### config.mk
export PLATFORM = sky130hd
export DESIGN_NAME = encoder_feeder
export DESIGN_NICKNAME = d
export VERILOG_FILES = /design/src/rtl/encoder_feeder_pkg.sv /design/src/rtl/encoder_feeder_fifo.sv /design/src/rtl/encoder_feeder.sv
export SDC_FILE = /design/constraint.sdc
export NUM_CORES = 1
export LEC_CHECK = 0
export BUFFER_PORTS_ARGS = -buffer_cell sky130_fd_sc_hd__buf_2
export CAP_MARGIN = 20
export CORE_UTILIZATION = 60
export DETAILED_ROUTE_END_ITERATION = 7
export GPL_TIMING_DRIVEN = 1
export PLACE_DENSITY = 0.92
export SLEW_MARGIN = 20
export SYNTH_ARGS = -nofsm -noshare
export SYNTH_HDL_FRONTEND = slang
export SYNTH_SLANG_ARGS = --single-unit
export TNS_END_PERCENT = 30
### constraint.sdc
create_clock -name clk -period 3.5 [get_ports clk]
set_input_delay 0 -clock clk [delete_from_list [all_inputs] [get_ports clk]]
set_output_delay 0 -clock clk [all_outputs]
set_load 0.03 [all_outputs]
### src/rtl/encoder_feeder_pkg.sv
// encoder_feeder_pkg: shared codeword geometry, data width and feeder FSM state type
package encoder_feeder_pkg;
  localparam int ENC_SYM = 2;
  localparam int EGF_DIM = 8;
  localparam int W = ENC_SYM * EGF_DIM;
  localparam int ENC_MSG_BEATS = 12;
  localparam int ENC_PAR_BEATS = 4;
  typedef enum logic {FEED_MSG, FEED_PAR} feed_state_t;
endpackage

### src/rtl/encoder_feeder_fifo.sv
// feeder_fifo: circular sync FIFO; ports clk, rst_n, push/din, pop/dout (show-ahead), count, full, empty
module feeder_fifo #(
  parameter int DEPTH = 4,
  parameter int WIDTH = 16
) (
  input  logic                       clk,
  input  logic                       rst_n,
  input  logic                       push,
  input  logic [WIDTH-1:0]           din,
  input  logic                       pop,
  output logic [WIDTH-1:0]           dout,
  output logic [$clog2(DEPTH):0]     count,
  output logic                       full,
  output logic                       empty
);
  localparam int AW = $clog2(DEPTH);
  logic [WIDTH-1:0] mem [DEPTH];
  logic [AW-1:0] wr_ptr, rd_ptr;
  logic wr, rd;
  assign full = count == (AW+1)'(DEPTH);
  assign empty = count == '0;
  assign wr = push && !full;
  assign rd = pop && !empty;
  assign dout = mem[rd_ptr];
  always_ff @(posedge clk or negedge rst_n)
    if (!rst_n) begin
      wr_ptr <= '0;
      rd_ptr <= '0;
      count <= '0;
    end else begin
      wr_ptr <= wr_ptr + AW'(wr);
      rd_ptr <= rd_ptr + AW'(rd);
      count <= count + (AW+1)'(wr) - (AW+1)'(rd);
    end
  always_ff @(posedge clk)
    if (wr) mem[wr_ptr] <= din;
endmodule

### src/rtl/encoder_feeder.sv
// encoder_feeder: buffers src_valid/src_data/src_ready stream into gen_valid/gen_data with PAR_BEATS idle gap per message; frm_done, ovf_err
module encoder_feeder
  import encoder_feeder_pkg::*;
#(
  parameter int MSG_BEATS = ENC_MSG_BEATS,
  parameter int PAR_BEATS = ENC_PAR_BEATS,
  parameter int FIFO_DEPTH = 4
) (
  input  logic         clk,
  input  logic         rst_n,
  input  logic         src_valid,
  input  logic [W-1:0] src_data,
  output logic         src_ready,
  output logic         gen_valid,
  output logic [W-1:0] gen_data,
  output logic         frm_done,
  output logic         ovf_err
);
  localparam int CW = $clog2(FIFO_DEPTH) + 1;
  localparam int BW = $clog2(MSG_BEATS + 1);
  localparam int PW = $clog2(PAR_BEATS + 1);
  feed_state_t state;
  logic [BW-1:0] beat_cnt;
  logic [PW-1:0] par_cnt;
  logic [CW-1:0] fifo_count;
  logic [W-1:0] fifo_dout;
  logic fifo_full, fifo_empty, pop;
  assign src_ready = fifo_count != CW'(FIFO_DEPTH);
  assign pop = state == FEED_MSG && !fifo_empty;
  feeder_fifo #(.DEPTH(FIFO_DEPTH), .WIDTH(W)) u_fifo (
    .clk(clk),
    .rst_n(rst_n),
    .push(src_valid && !fifo_full),
    .din(src_data),
    .pop(pop),
    .dout(fifo_dout),
    .count(fifo_count),
    .full(fifo_full),
    .empty(fifo_empty)
  );
  always_ff @(posedge clk or negedge rst_n)
    if (!rst_n) begin
      state <= FEED_MSG;
      beat_cnt <= '0;
      par_cnt <= '0;
      gen_valid <= 1'b0;
      gen_data <= '0;
      frm_done <= 1'b0;
      ovf_err <= 1'b0;
    end else begin
      ovf_err <= ovf_err || (src_valid && !src_ready);
      gen_valid <= pop;
      gen_data <= pop ? fifo_dout : '0;
      frm_done <= 1'b0;
      if (state == FEED_MSG) begin
        if (pop) begin
          beat_cnt <= beat_cnt == BW'(MSG_BEATS - 1) ? '0 : beat_cnt + 1'b1;
          if (beat_cnt == BW'(MSG_BEATS - 1)) state <= FEED_PAR;
        end
      end else begin
        par_cnt <= par_cnt == PW'(PAR_BEATS - 1) ? '0 : par_cnt + 1'b1;
        if (par_cnt == PW'(PAR_BEATS - 1)) begin
          frm_done <= 1'b1;
          state <= FEED_MSG;
        end
      end
    end
endmodule

# Word-level counts from Yosys, hierarchy flattened
# Memory sizes are Yosys's and may differ from the RTL's.
# Cells that the tools add are included.
[classes]
eq_ne = 4
order_cmp = 0
div = 0
mux = 11
reduce_logical = 11
add_sub_neg = 6
n_mul = 0
bitwise = 1
shifts = 0
[ops]
columns = ["operator", "count"]
rows = [
  ["two-way mux 16 bit", 1],
  ["two-way mux 1 bit", 8],
  ["logical AND 1 bit", 5],
  ["adder 2 x 1 -> 2 bit", 2],
  ["adder 4 x 1 -> 4 bit, second input constant", 1],
  ["== test 4 bit, second input constant", 1],
  ["two-way mux 4 bit", 1],
  ["adder 3 x 1 -> 3 bit", 1],
  ["adder 3 x 1 -> 3 bit, second input constant", 1],
  ["== test 3 x 2 -> 1 bit, second input constant", 1],
  ["== test 3 bit, second input constant", 1],
  ["logical NOT 1 bit", 3],
  ["logical NOT 3 bit", 1],
  ["two-way mux 3 bit", 1],
  ["!= test 3 bit, second input constant", 1],
  ["subtractor 3 x 1 -> 3 bit", 1],
  ["AND reduction 2 bit", 1],
  ["logical OR 1 bit", 1],
  ["NOT 1 bit", 1],
]
[totals]
latch_bits = 0
ff_bits = 34
mem_count = 1
input_bits = 19
mem_bits_ro = 0
wordCells = 44
out_inout_bits = 20
mem_bits_rw = 64
[mem_list]
columns = ["memory", "depth", "word_bits", "rd", "rd_ports_with_merged_regs", "write_ports", "line", "text"]
rows = [
  ["u_fifo.mem", 4, 16, 1, 0, 1, "encoder_feeder_fifo.sv:17", "logic [WIDTH-1:0] mem [DEPTH];"],
]

# Longest topological paths before layout
# Gate-level depths: netlist of the first run.
[depth]
ltp_word = 6
ltp_mapped = 9
mapped_depth_nobuf = 8

# By module
# From an unflattened synthesis of the first run, not the netlist that was laid out.
[hier_totals]
hier_cells = 192
area_unflattened_um2 = 3746.1
[modules_own_cells]
columns = ["mod", "cells_per_inst", "area_each_um2", "instances", "seq_area_each_um2"]
rows = [
  ["feeder_fifo", 115, 2748.9, 1, 2097.0],
  ["encoder_feeder", 77, 997.2, 1, 675.6],
]

# Worst setup path after synthesis of the first run
# No wires, ideal clock.
[synth_path]
kind = "reg2reg"
startpoint = "register u_fifo.count[1]"
endpoint = "memory u_fifo.mem[1][0], enable pin"
setup_time_ns = 0.413
slack_ns = 0.900
stages_incl_launch_ff = 4
arrival_ns = 2.187
t_required_ns = 3.087
cell_sequence = "dfrtp_1 -> or3b_1 -> nand2_2 -> nor3b_1"
[synth_via]
elab_chain_len = 6
[synth_lines]
columns = ["item", "line", "text"]
rows = [
  ["start, declared", "encoder_feeder_fifo.sv:12", "output logic [$clog2(DEPTH):0] count,"],
  ["start signal, assigned", "encoder_feeder_fifo.sv:33", "count <= count + (AW+1)'(wr) - (AW+1)'(rd);"],
  ["== test 3 bit *", "encoder_feeder_fifo.sv:20", "assign full = count == (AW+1)'(DEPTH);"],
  ["logical NOT 1 bit *", "encoder_feeder_fifo.sv:22, encoder_feeder.sv:33", ""],
  ["logical AND 1 bit", "encoder_feeder.sv:33", ".push(src_valid && !fifo_full),"],
  ["logical AND 1 bit *", "encoder_feeder_fifo.sv:22", "assign wr = push && !full;"],
  ["two-way mux 1 bit *", "encoder_feeder_fifo.sv:36", "if (wr) mem[wr_ptr] <= din;"],
  ["two-way mux 1 bit (implied by the code) *", "encoder_feeder_fifo.sv:36", ""],
  ["end, declared", "encoder_feeder_fifo.sv:17", ""],
]
# Mark *: on every way between the ends. The rest lies on a longest branch, timed or not.

# Worst setup path after layout of the first run
[layout_path]
startpoint = "register u_fifo.count[1]"
endpoint = "register u_fifo.count[2]"
[layout_via]
elab_chain_len = 6
elab_cells_between_ends = 10
[layout_lines]
columns = ["item", "line"]
rows = [
  ["== test 3 bit", "encoder_feeder_fifo.sv:20"],
  ["logical NOT 1 bit", "encoder_feeder_fifo.sv:22, encoder_feeder.sv:33"],
  ["logical AND 1 bit", "encoder_feeder.sv:33"],
  ["logical AND 1 bit", "encoder_feeder_fifo.sv:22"],
  ["adder 3 x 1 -> 3 bit", "encoder_feeder_fifo.sv:33"],
  ["subtractor 3 x 1 -> 3 bit *", "encoder_feeder_fifo.sv:33"],
]
# Marked as above.
# A chain may end at the register's enable or synchronous reset.

==> results of run 1 <==
stage by stage:
step                setup slack [ns]  utilization, %  hold slack (ns)  instances  instance area [µm²]
floorplan                      0.900               -           -0.296        189                 3700
global placement                1.47            66.6            0.115        298                 3970
global route                    1.25            72.7            0.321        332                 4330
finish                          1.40            72.7            0.249        332                 4330
detailed placement              1.39            66.6            0.133        298                 3970
CTS                             1.38            72.7            0.276        332                 4330
sequential cells by signal, summed over array words and instances (netlist names):
register and count:
u_fifo.mem 64, gen_data 16, beat_cnt 4, par_cnt 3
u_fifo.count 3, u_fifo.rd_ptr 2, u_fifo.wr_ptr 2, frm_done 1
gen_valid 1, ovf_err 1, state 1
area by class of cell:
class	instances	area [µm²]	area share, %
flip-flops and latches	98	2770	64.0
multi-input cells	78	861	19.9
repair buffers	59	393	9.07
clock buffers	9	124	2.86
well taps	75	93.8	2.17
clock inverters	7	61.3	1.42
inverters	6	25.0	0.578
critical path, cell delays in order (launching register included):
cell,delay (ns)
dfrtp_1,0.47
nor3_4,0.09
or2_1,0.33
o21ai_0,0.21
ha_1,0.18
inv_1,0.05
fa_1,0.40
xnor2_1,0.14
xnor2_1,0.13
Yosys cell counts (2+ instances only):
cell type	number
dfrtp_1	34
ha_1	4
nor3b_1	4
buf_4	2
and2_1	17
mux2_2	2
o21ai_0	3
buf_2	3
mux4_1	8
xor2_1	2
nand2_1	4
nand2b_1	2
mux4_2	8
xnor2_1	3
nor2_1	5
edfxtp_1	64
inv_1	5
power breakdown:
part | switching, mW | internal [mW]
clock | 0.399 | 0.272
combinational | 0.599 | 0.529
sequential | 0.249 | 1.59
total | 1.25 | 2.39
cell families after synthesis:
kind of cell	Yosys count	synth area share, %
compound gates	8	1.45
fa+ha+maj	5	1.89
simple gates	41	6.75
buf+inv	13	2.33
mux	19	11.5
xor+xnor	5	1.18
flops	98	74.8
metal layers:
metal	up-vias	GRT usage [%]	part of all wire [%]
li1	842	-	-
met1	931	26.7	42
met2	43	33.7	52
met3	8	6.48	4.3
met4	0	7.14	1.4
met5	-	0	0
path summary, 6_finish.rpt:
kind,start,to,slack [ns],cells past startpoint
max,u_fifo.count[1],u_fifo.count[2],1.40,8
min,rst_n,u_fifo.count[2],0.25,2
max reg2reg,u_fifo.count[1],u_fifo.count[2],1.40,8
min reg2reg,par_cnt[2],frm_done,0.46,1
max in group asynchronous,rst_n,gen_data[9],2.74,2
min in group clk,src_data[2],u_fifo.mem[0][2],0.38,2
placed cells by master, fill, tap and decap left out, types with 4 or more instances in the layout:
master         count
and2_1            17
ha_1               4
mux4_1             8
nor2_1             5
inv_1              5
mux4_2             8
edfxtp_1          64
clkbuf_8           9
dlygate4sd3_1     18
nand2_1            4
buf_2             38
dfrtp_1           34
timing repair:
item,4_1_cts,5_1_grt
hold buffers,18,0
endpoints found under the hold margin,99,0
endpoints found under the setup margin,0,0
==> qor_table.md, run 1 <==
| Group | Quantity | Value |
|:---|:---|:---|
| status | Run status | finished clean |
| clocking | H-tree levels | 3 |
| synthesis | Count of state elements after synthesis | 98 |
| global route | Global-route wire length before repair | 9280 µm |
| floorplan | Total I/O pin count | 39 |
| synthesis | Synthesized net count | 213 |
| sta | Total negative slack for setup checks | 0 ns |
| pwr | Total power consumption of the routed design | 3.63 mW |
| clocking | Post-CTS Setup Repair Bufs | 0 |
| worst setup path | Worst Setup Start Kind | flop |
| floorplan | Starting density of the core | 62.2% |
| placement | Final weighted congestion in routability-driven placement | 0.776 |
| synthesis | Share of Yosys cell area claimed by the top area cell type | 51.9% |
| global route | Total gr overflow | 0 |
| synthesis | Synth unique cells | 36 |
| clocking | Count of instances resized after the clock tree is built | 0 |
| placement | Final HPWL from detailed placement | 3590 µm |
| sta | Worst Tran Pin Value | 1.06 ns |
| pwr | Peak ir drop on the vdd network | 0.000444 V |
| route | Vias post-DR | 1824 |
| clocking | Num CTS Buffers | 9 |
| flow run | Number of max-capacitance violations reported | 0 |
| final layout | Ant diodes | 0 |
| sta | Setup-failing EPs final | 0 |
| floorplan | Die W | 80.6 µm |
| clocking | Clock slew at reported path FFs | 0.10 ns |
| final layout | Share of post-route cells with drive strength above 1 | 28.8% |
| floorplan | Core area | 5960 µm² |
| sta | Final count of hold timing violations | 0 |
| worst setup path | Endpoint class of the critical path | flop |
| sta | Final number of max-transition violations | 0 |
| route | Aggregate routed wire length | 5860 µm |
| synthesis | Proportion of register bits with asynchronous set or reset after synthesis | 34.7% |
| sta | Final worst-path cycle share | 60.0% |
| final layout | Filler cell count | 376 |
| floorplan | Core Rows | 28 |
| worst setup path | Biggest fanout along the worst timing path | 7 |
| sta | Final min period | 2.10 ns |
| route | DR WL/cell | 17.6 µm |
| route | Detailed Route Iter0 Violations | 65 |
| synthesis | Syn. warnings | 0 |
| synthesis | Synthesized cell area | 3700 µm² |
| pwr | Areal power density over the cells | 839 nW/µm² |
| route | Post-route ant nets | 0 |
| global route | Vias in the first global route | 1834 |
| global route | Total Routing Usage GR | 20.8% |
| sta | Slew Limit Headroom | 29.4% |
| global route | Maximum number of pins on one net before global-route repair | 35 |
| global route | Number of antenna violations at the first check in global routing | 0 |
| synthesis | Share of synthesized area occupied by flip-flops and latches | 74.8% |
| worst setup path | Worst setup path category | flop to flop |
| route | Via-per-instance ratio | 5.49 |
| clocking | Clock Latency Late Sink | 0.36 ns |
| final layout | Area added between synthesis and finish | 16.9% |
| worst setup path | Critical path data arrival time | 2.35 ns |
| clocking | Clock tree from TritonCTS | yes |
| final layout | Net count, final | 276 |
| worst setup path | Required arrival time at the worst endpoint | 3.75 ns |
| floorplan | Die Area | 6490 µm² |
| synthesis | Leading post-synthesis cells by cell area | edfxtp_1, dfrtp_1, mux4_1 |
| pwr | Leakage power | 1.69 nW |
| synthesis | Cell count after synthesis | 189 |
| synthesis | Dominant register cell in the synthesized netlist | edfxtp_1 |
| route | Number of optimization iterations in the first detailed-route pass | 4 |
| sta | Clk_skew | 0.0103 ns |
| min path | Type of the most critical hold path | input port to async pin |
| synthesis | EDFF count, synth | 64 |
| clocking | Clk sink count | 98 |
| placement | Number of buffers added on ports | 38 |
| clocking | Buffer type at the clock tree root | clkbuf_8 |
| route | DR DRC count | 0 |
| clocking | Max clock buf depth | 2 |
| floorplan | Height of the die | 80.6 µm |
| sta | Unrepaired setup endpoints after global routing | false |
| synthesis | Cell accounting for the most synthesized area | edfxtp_1 |
| sta | Max Fclk | 476 MHz |
| synthesis | Average cell area after synthesis | 19.6 µm² |
(Power assumes the default switching activity.)
==> run 2: changes to the inputs <==
ABC_AREA = 1   (was default)
CORE_UTILIZATION = 52   (was 60)
PLACE_DENSITY = 0.86   (was 0.92)
clock period = 1.8 ns   (was 3.5 ns; I/O delays follow)
==> qor_table.md, run 2 <==
| Group | Quantity | Value |
|:---|:---|:---|
| pwr | Leakage power | 1.92 nW |
| synthesis | Leading post-synthesis cells by cell area | edfxtp_1, dfrtp_1, nand2_1 |
| sta | Final number of max-transition violations | 0 |
| global route | Total gr overflow | 0 |
| clocking | Max clock buf depth | 2 |
| route | Detailed Route Iter0 Violations | 161 |
| final layout | Utilization after layout | 66.1% |
| floorplan | Total I/O pin count | 39 |
| synthesis | Synthesized cell area | 3800 µm² |
| floorplan | Height of the die | 87.5 µm |
| sta | Unrepaired setup endpoints after global routing | true |
| worst setup path | Critical path data arrival time | 2.02 ns |
| worst setup path | Critical path's top delay family | adder cells |
| final layout | Ant diodes | 0 |
| synthesis | Average cell area after synthesis | 12.5 µm² |
| placement | Final HPWL from detailed placement | 4220 µm |
| synthesis | Share of synthesized area occupied by flip-flops and latches | 73.0% |
| synthesis | Most common cell in the synthesized netlist | nand2_1 |
| global route | Global-route wire length before repair | 10900 µm |
| route | DR WL/cell | 14.3 µm |
| placement | Number of buffers added on ports | 38 |
| sta | Clk_skew | 0.0111 ns |
| sta | Final count of hold timing violations | 0 |
| worst setup path | Worst Setup Start Kind | flop |
| pwr | Areal power density over the cells | 1690 nW/µm² |
| final layout | Commonest cells after routing, fill and taps aside | nand2_1, edfxtp_1, buf_2, nor2_1, dfrtp_1 |
| placement | DP Cell Count | 437 |
| flow run | Number of max-capacitance violations reported | 0 |
| min path | Type of the most critical hold path | input port to async pin |
| sta | Worst Tran Pin Value | 0.810 ns |
| global route | Total Routing Usage GR | 19.9% |
| synthesis | Proportion of register bits with asynchronous set or reset after synthesis | 34.7% |
| global route | Vias in the first global route | 2362 |
| sta | Final min period | 1.76 ns |
| synthesis | Most frequent cells after synthesis | nand2_1, edfxtp_1, dfrtp_1, nor2_1, a21oi_1 |
| sta | Final worst-path cycle share | 98.0% |
| floorplan | Starting density of the core | 55.0% |
| floorplan | Core area | 6910 µm² |
| clocking | Clk sink count | 98 |
| global route | Number of antenna violations at the first check in global routing | 0 |
| final layout | Largest registers in the final layout | u_fifo.mem x64, gen_data x16, beat_cnt x4 |
| pwr | Peak ir drop on the vdd network | 0.000789 V |
| synthesis | Synth unique cells | 25 |
| pwr | Total power consumption of the routed design | 7.71 mW |
| route | Post-route ant nets | 0 |
| final layout | Most flops, register | u_fifo.mem |
| floorplan | Die Area | 7650 µm² |
| worst setup path | Ordered list of cells on the worst path | nor2_4 -> nand2_4 -> nand2_4 -> xnor2_2 -> ha_2 -> inv_1 -> fa_2 -> inv_1 |
| clocking | Clock Latency Late Sink | 0.36 ns |
| clocking | Buffer type at the clock tree root | clkbuf_8 |
| worst setup path | Worst stage delay on the critical path | 0.53 ns |
| floorplan | Core Rows | 30 |
| final layout | Net count, final | 396 |
| global route | Maximum number of pins on one net before global-route repair | 35 |
| clocking | Clock slew at reported path FFs | 0.09 ns |
| worst setup path | Required arrival time at the worst endpoint | 2.06 ns |
| synthesis | Cell count after synthesis | 305 |
| sta | Slew Limit Headroom | 46.0% |
| worst setup path | Biggest fanout along the worst timing path | 3 |
| worst setup path | Endpoint class of the critical path | flop |
| synthesis | Cell accounting for the most synthesized area | edfxtp_1 |
| route | Vias post-DR | 2344 |
| clocking | H-tree levels | 3 |
| final layout | Area added between synthesis and finish | 20.3% |
| worst setup path | Worst setup path category | flop to flop |
| synthesis | EDFF count, synth | 64 |
| route | DR DRC count | 0 |
| synthesis | Count of state elements after synthesis | 98 |
| final layout | Post-layout instance count excluding filler cells | 473 |
| route | Via-per-instance ratio | 4.96 |
| sta | Max Fclk | 567 MHz |
| worst setup path | Worst path bufs/invs | 2 |
| worst setup path | Critical-path cell with the highest stage delay | fa_2 |
| final layout | Flip-flop count of the largest register after layout | 64 |
| clocking | Clock tree from TritonCTS | yes |
| floorplan | Die W | 87.5 µm |
| synthesis | Dominant register cell in the synthesized netlist | edfxtp_1 |
| status | Run status | finished clean |
| route | Aggregate routed wire length | 6790 µm |
| synthesis | Synthesized net count | 329 |
| final layout | Share of post-route cells with drive strength above 1 | 21.8% |
| placement | Final weighted congestion in routability-driven placement | 0.763 |
| synthesis | Share of Yosys cell area claimed by the top area cell type | 50.6% |
| route | Number of optimization iterations in the first detailed-route pass | 5 |
| synthesis | Syn. warnings | 0 |
| clocking | Num CTS Buffers | 9 |
| final layout | Most common library cell in the layout ignoring fill and taps | nand2_1 |
| sta | Setup-failing EPs final | 0 |
==> run 2: cell types whose count changed after synthesis, sizes merged, moves of 6 or more <==
cell | before | now
nand2 | 5 | 86
inv | 6 | 13
and2 | 17 | 0
nand3 | 1 | 7
mux4 | 16 | 0
nor2 | 5 | 35
a21oi | 0 | 18
o21ai | 3 | 20
==> run 2: stage by stage <==
step / hold slack, ns / worst slack [ns] / setup TNS, ns / instance area [µm²]
2_1_floorplan: -0.296 / 0.0314 / 0 / 3850
3_3_place_gp: 0.121 / 0.116 / 0 / 4180
3_5_place_dp: 0.128 / 0.0604 / 0 / 4180
4_1_cts: 0.275 / 0.0348 / 0 / 4540
5_1_grt: 0.344 / -0.0557 / -0.0557 / 4570
6_report: 0.271 / 0.0365 / 0 / 4570
==> run 2: area by class of cell <==
| type | instances | area, µm² |
|---|---|---|
| Multi-Input combinational cell | 182 | 926 |
| Tap cell | 96 | 120 |
| Inverter | 13 | 53.8 |
| Clock buffer | 9 | 124 |
| Sequential cell | 98 | 2770 |
| Fill cell | 494 | 2340 |
| Timing Repair Buffer | 68 | 510 |
| Clock inverter | 7 | 60.1 |
==> run 2: per-layer routing <==
layer / up-vias / share of wire (%) / global-route usage (%)
met3: 10 / 4.5 / 4.93
met1: 1115 / 41 / 24.4
li1: 1155 / - / -
met5: - / 0 / 0
met2: 64 / 53 / 32.6
met4: 0 / 0.78 / 10.4
==> run 2: power by group <==
group | internal, mW | switching [mW] | total [mW]
Sequential | 3.09 | 0.318 | 3.40
Combinational | 1.05 | 1.95 | 3.00
Clock | 0.626 | 0.686 | 1.31
Total | 4.76 | 2.95 | 7.71
==> run 2: final timing paths <==
check                                 from               end  slack [ns]  cells after the start
setup reg to reg           u_fifo.count[0]   u_fifo.count[1]        0.04                      8
hold reg to reg                    ovf_err           ovf_err        0.49                      1
setup / recovery           u_fifo.count[0]   u_fifo.count[1]        0.04                      8
min in group clk               src_data[3]  u_fifo.mem[0][3]        0.40                      2
hold / removal                       rst_n           ovf_err        0.27                      2
max in group asynchronous            rst_n   u_fifo.count[0]        0.98                      2
==> run 2: timing repair <==
action                                  in CTS  in global routing
setup buffers                                0                  2
endpoints found under the hold margin       99                  0
hold buffers                                18                  0
resized for setup                            0                  4
endpoints found under the setup margin       0                  2
==> run 2: cells by family (layout without fill, tap and decap cells) <==
family | count (synthesis) | in the layout | share of synthesized area [%]
flip-flops | 98 | 98 | 73.0
buffers and inverters | 25 | 97 | 4.41
XOR/XNOR | 5 | 5 | 1.15
AND/OR/NAND/NOR | 133 | 133 | 14.2
AO/OA/AOI/OAI | 39 | 39 | 5.43
adder cells (fa/ha/maj) | 5 | 5 | 1.84
==> run 3: changes to the inputs <==
PLACE_DENSITY = 0.8   (was 0.86)
==> qor_table.md, run 3 (synthesis gave the netlist of run 2 again) <==
| Group | Quantity | Value |
|:---|:---|:---|
| global route | Maximum number of pins on one net before global-route repair | 35 |
| final layout | Ant diodes | 0 |
| floorplan | Die Area | 7650 µm² |
| clocking | Num CTS Buffers | 9 |
| placement | Number of buffers added on ports | 38 |
| final layout | Largest registers in the final layout | u_fifo.mem x64, gen_data x16, beat_cnt x4 |
| worst setup path | Critical path data arrival time | 1.99 ns |
| global route | Number of antenna violations at the first check in global routing | 0 |
| floorplan | Core Rows | 30 |
| pwr | Clock group share of total power | 16.6% |
| route | Aggregate routed wire length | 6940 µm |
| final layout | Design area | 4560 µm² |
| final layout | Utilization after layout | 66.1% |
| worst setup path | Worst setup path category | flop to flop |
| pwr | Cell internal power dissipation | 4.70 mW |
| clocking | Clock tree from TritonCTS | yes |
| final layout | Most flops, register | u_fifo.mem |
| route | Post-route ant nets | 0 |
| final layout | Flip-flop count of the largest register after layout | 64 |
| worst setup path | Endpoint class of the critical path | flop |
| pwr | Areal power density over the cells | 1690 nW/µm² |
| pwr | Total power consumption of the routed design | 7.73 mW |
| clocking | H-tree levels | 3 |
| worst setup path | Worst Setup Start Kind | flop |
| sta | Unrepaired setup endpoints after global routing | true |
| sta | Final min period | 1.74 ns |
| placement | Final weighted congestion in routability-driven placement | 0.777 |
| final layout | Commonest cells after routing, fill and taps aside | nand2_1, edfxtp_1, buf_2, nor2_1, dfrtp_1 |
| min path | Type of the most critical hold path | input port to async pin |
| route | DR DRC count | 0 |
| placement | Post-place setup slack | 0.0703 ns |
| global route | Total gr overflow | 0 |
| worst setup path | Biggest fanout along the worst timing path | 3 |
| sta | Final count of hold timing violations | 0 |
| route | Via-per-instance ratio | 4.94 |
| final layout | Net count, final | 398 |
| sta | Slew Limit Headroom | 45.6% |
| clocking | Clock slew at reported path FFs | 0.09 ns |
| global route | Vias in the first global route | 2249 |
| clocking | Clk sink count | 98 |
| final layout | Share of post-route cells with drive strength above 1 | 22.4% |
| route | Number of optimization iterations in the first detailed-route pass | 4 |
| pwr | Peak ir drop on the vdd network | 0.000884 V |
| global route | Total Routing Usage GR | 19.9% |
| pwr | Leakage power | 1.92 nW |
| clocking | Clock Latency Late Sink | 0.37 ns |
| global route | Global-route wire length before repair | 10900 µm |
| sta | Clk_skew | 0.0111 ns |
| sta | Worst Tran Pin Value | 0.817 ns |
| sta | Final number of max-transition violations | 0 |
| pwr | Portion of total power attributed to sequential cells | 44.1% |
| pwr | Logic gate share of total power | 39.3% |
| sta | Setup-failing EPs final | 0 |
| floorplan | Starting density of the core | 55.0% |
| final layout | Filler cell count | 517 |
| worst setup path | Required arrival time at the worst endpoint | 2.05 ns |
| status | Run status | finished clean |
| sta | Final worst-path cycle share | 96.6% |
| pwr | Net switching share of the total power | 39.3% |
| pwr | Psw | 3.04 mW |
| flow run | Number of max-capacitance violations reported | 0 |
| route | Detailed Route Iter0 Violations | 125 |
| sta | Max Fclk | 575 MHz |
| clocking | Buffer type at the clock tree root | clkbuf_8 |
| final layout | Area added between synthesis and finish | 20.1% |
| clocking | Max clock buf depth | 2 |
| route | DR WL/cell | 14.6 µm |
| placement | Area after detailed placement | 4190 µm² |
| floorplan | Height of the die | 87.5 µm |
| floorplan | Die W | 87.5 µm |
| placement | Final HPWL from detailed placement | 4170 µm |
| floorplan | Core area | 6910 µm² |
| final layout | Most common library cell in the layout ignoring fill and taps | nand2_1 |
| sta | Worst Slack Setup Final | 0.0608 ns |
| floorplan | Total I/O pin count | 39 |
| route | Vias post-DR | 2348 |
-- run 3: cell types whose count changed in the layout (fill, tap and decap cells not counted), sizes merged --
| cell | previous run | this run |
|---|---|---|
| clkinv | 6 | 2 |
| clkinvlp | 0 | 2 |
| bufinv | 1 | 0 |
| buf | 50 | 52 |
| inv | 13 | 14 |
| clkbuf | 9 | 11 |
-- run 3: area by class of cell --
class / instances / area (µm²) / area share [%]
Tap cell: 96 / 120 / 2.63
Multi-Input combinational cell: 182 / 923 / 20.2
Inverter: 13 / 53.8 / 1.18
Sequential cell: 98 / 2770 / 60.8
Clock inverter: 5 / 37.5 / 0.823
Timing Repair Buffer: 70 / 513 / 11.2
Clock buffer: 11 / 141 / 3.10
-- run 3: path summary, 6_finish.rpt --
check	startpoint	endpoint	slack [ns]	depth (start not counted)
worst max-delay path	u_fifo.count[0]	u_fifo.count[2]	0.06	8
worst max register to register	u_fifo.count[0]	u_fifo.count[2]	0.06	8
max in group asynchronous	rst_n	u_fifo.count[0]	0.98	2
min in group clk	src_data[7]	u_fifo.mem[3][7]	0.38	2
worst min register to register	u_fifo.rd_ptr[1]	u_fifo.rd_ptr[1]	0.49	2
worst min-delay path	rst_n	par_cnt[2]	0.27	2
-- run 3: worst max-delay path, stage by stage, from the launching register on --
cell and delay (ns):
dfrtp_2 0.45, nor2_4 0.16, nand2_4 0.08, nand2_4 0.07, xnor2_2 0.11, ha_2 0.18
inv_1 0.05, fa_1 0.39, xnor2_1 0.13
-- run 3: timing repair --
action / 4_1_cts / 5_1_grt
setup endpoints to repair: 0 / 2
hold buffers: 18 / 0
hold endpoints to repair: 99 / 0
buffers inserted: 0 / 1
gates resized for setup: 0 / 3
-- run 3: layer usage --
layer | vias up | global-route usage, % | part of all wire, %
met4 | 0 | 10.9 | 2.2
met2 | 67 | 33.1 | 52
li1 | 1163 | - | -
met1 | 1106 | 24.8 | 42
met5 | - | 0 | 0
met3 | 12 | 3.70 | 3.6
-- run 3: through the flow --
stage | std cells | hold WS [ns] | TNS (ns)
detailed placement | 440 | 0.138 | 0
global route | 475 | 0.336 | -0.0707
finish | 475 | 0.267 | 0
floorplan | 305 | -0.296 | 0
CTS | 474 | 0.286 | 0
global placement | 440 | 0.124 | 0
-- run 3: power groups by stage --
stage | logic (mW) | clock network [mW] | registers, mW
2_1_floorplan | 1.89 | 0 | 3.76
3_3_place_gp | 2.87 | 0 | 3.43
3_5_place_dp | 2.98 | 0 | 3.45
4_1_cts | 3.03 | 1.31 | 3.40
5_1_grt | 3.37 | 1.38 | 3.47
6_report | 3.04 | 1.28 | 3.41
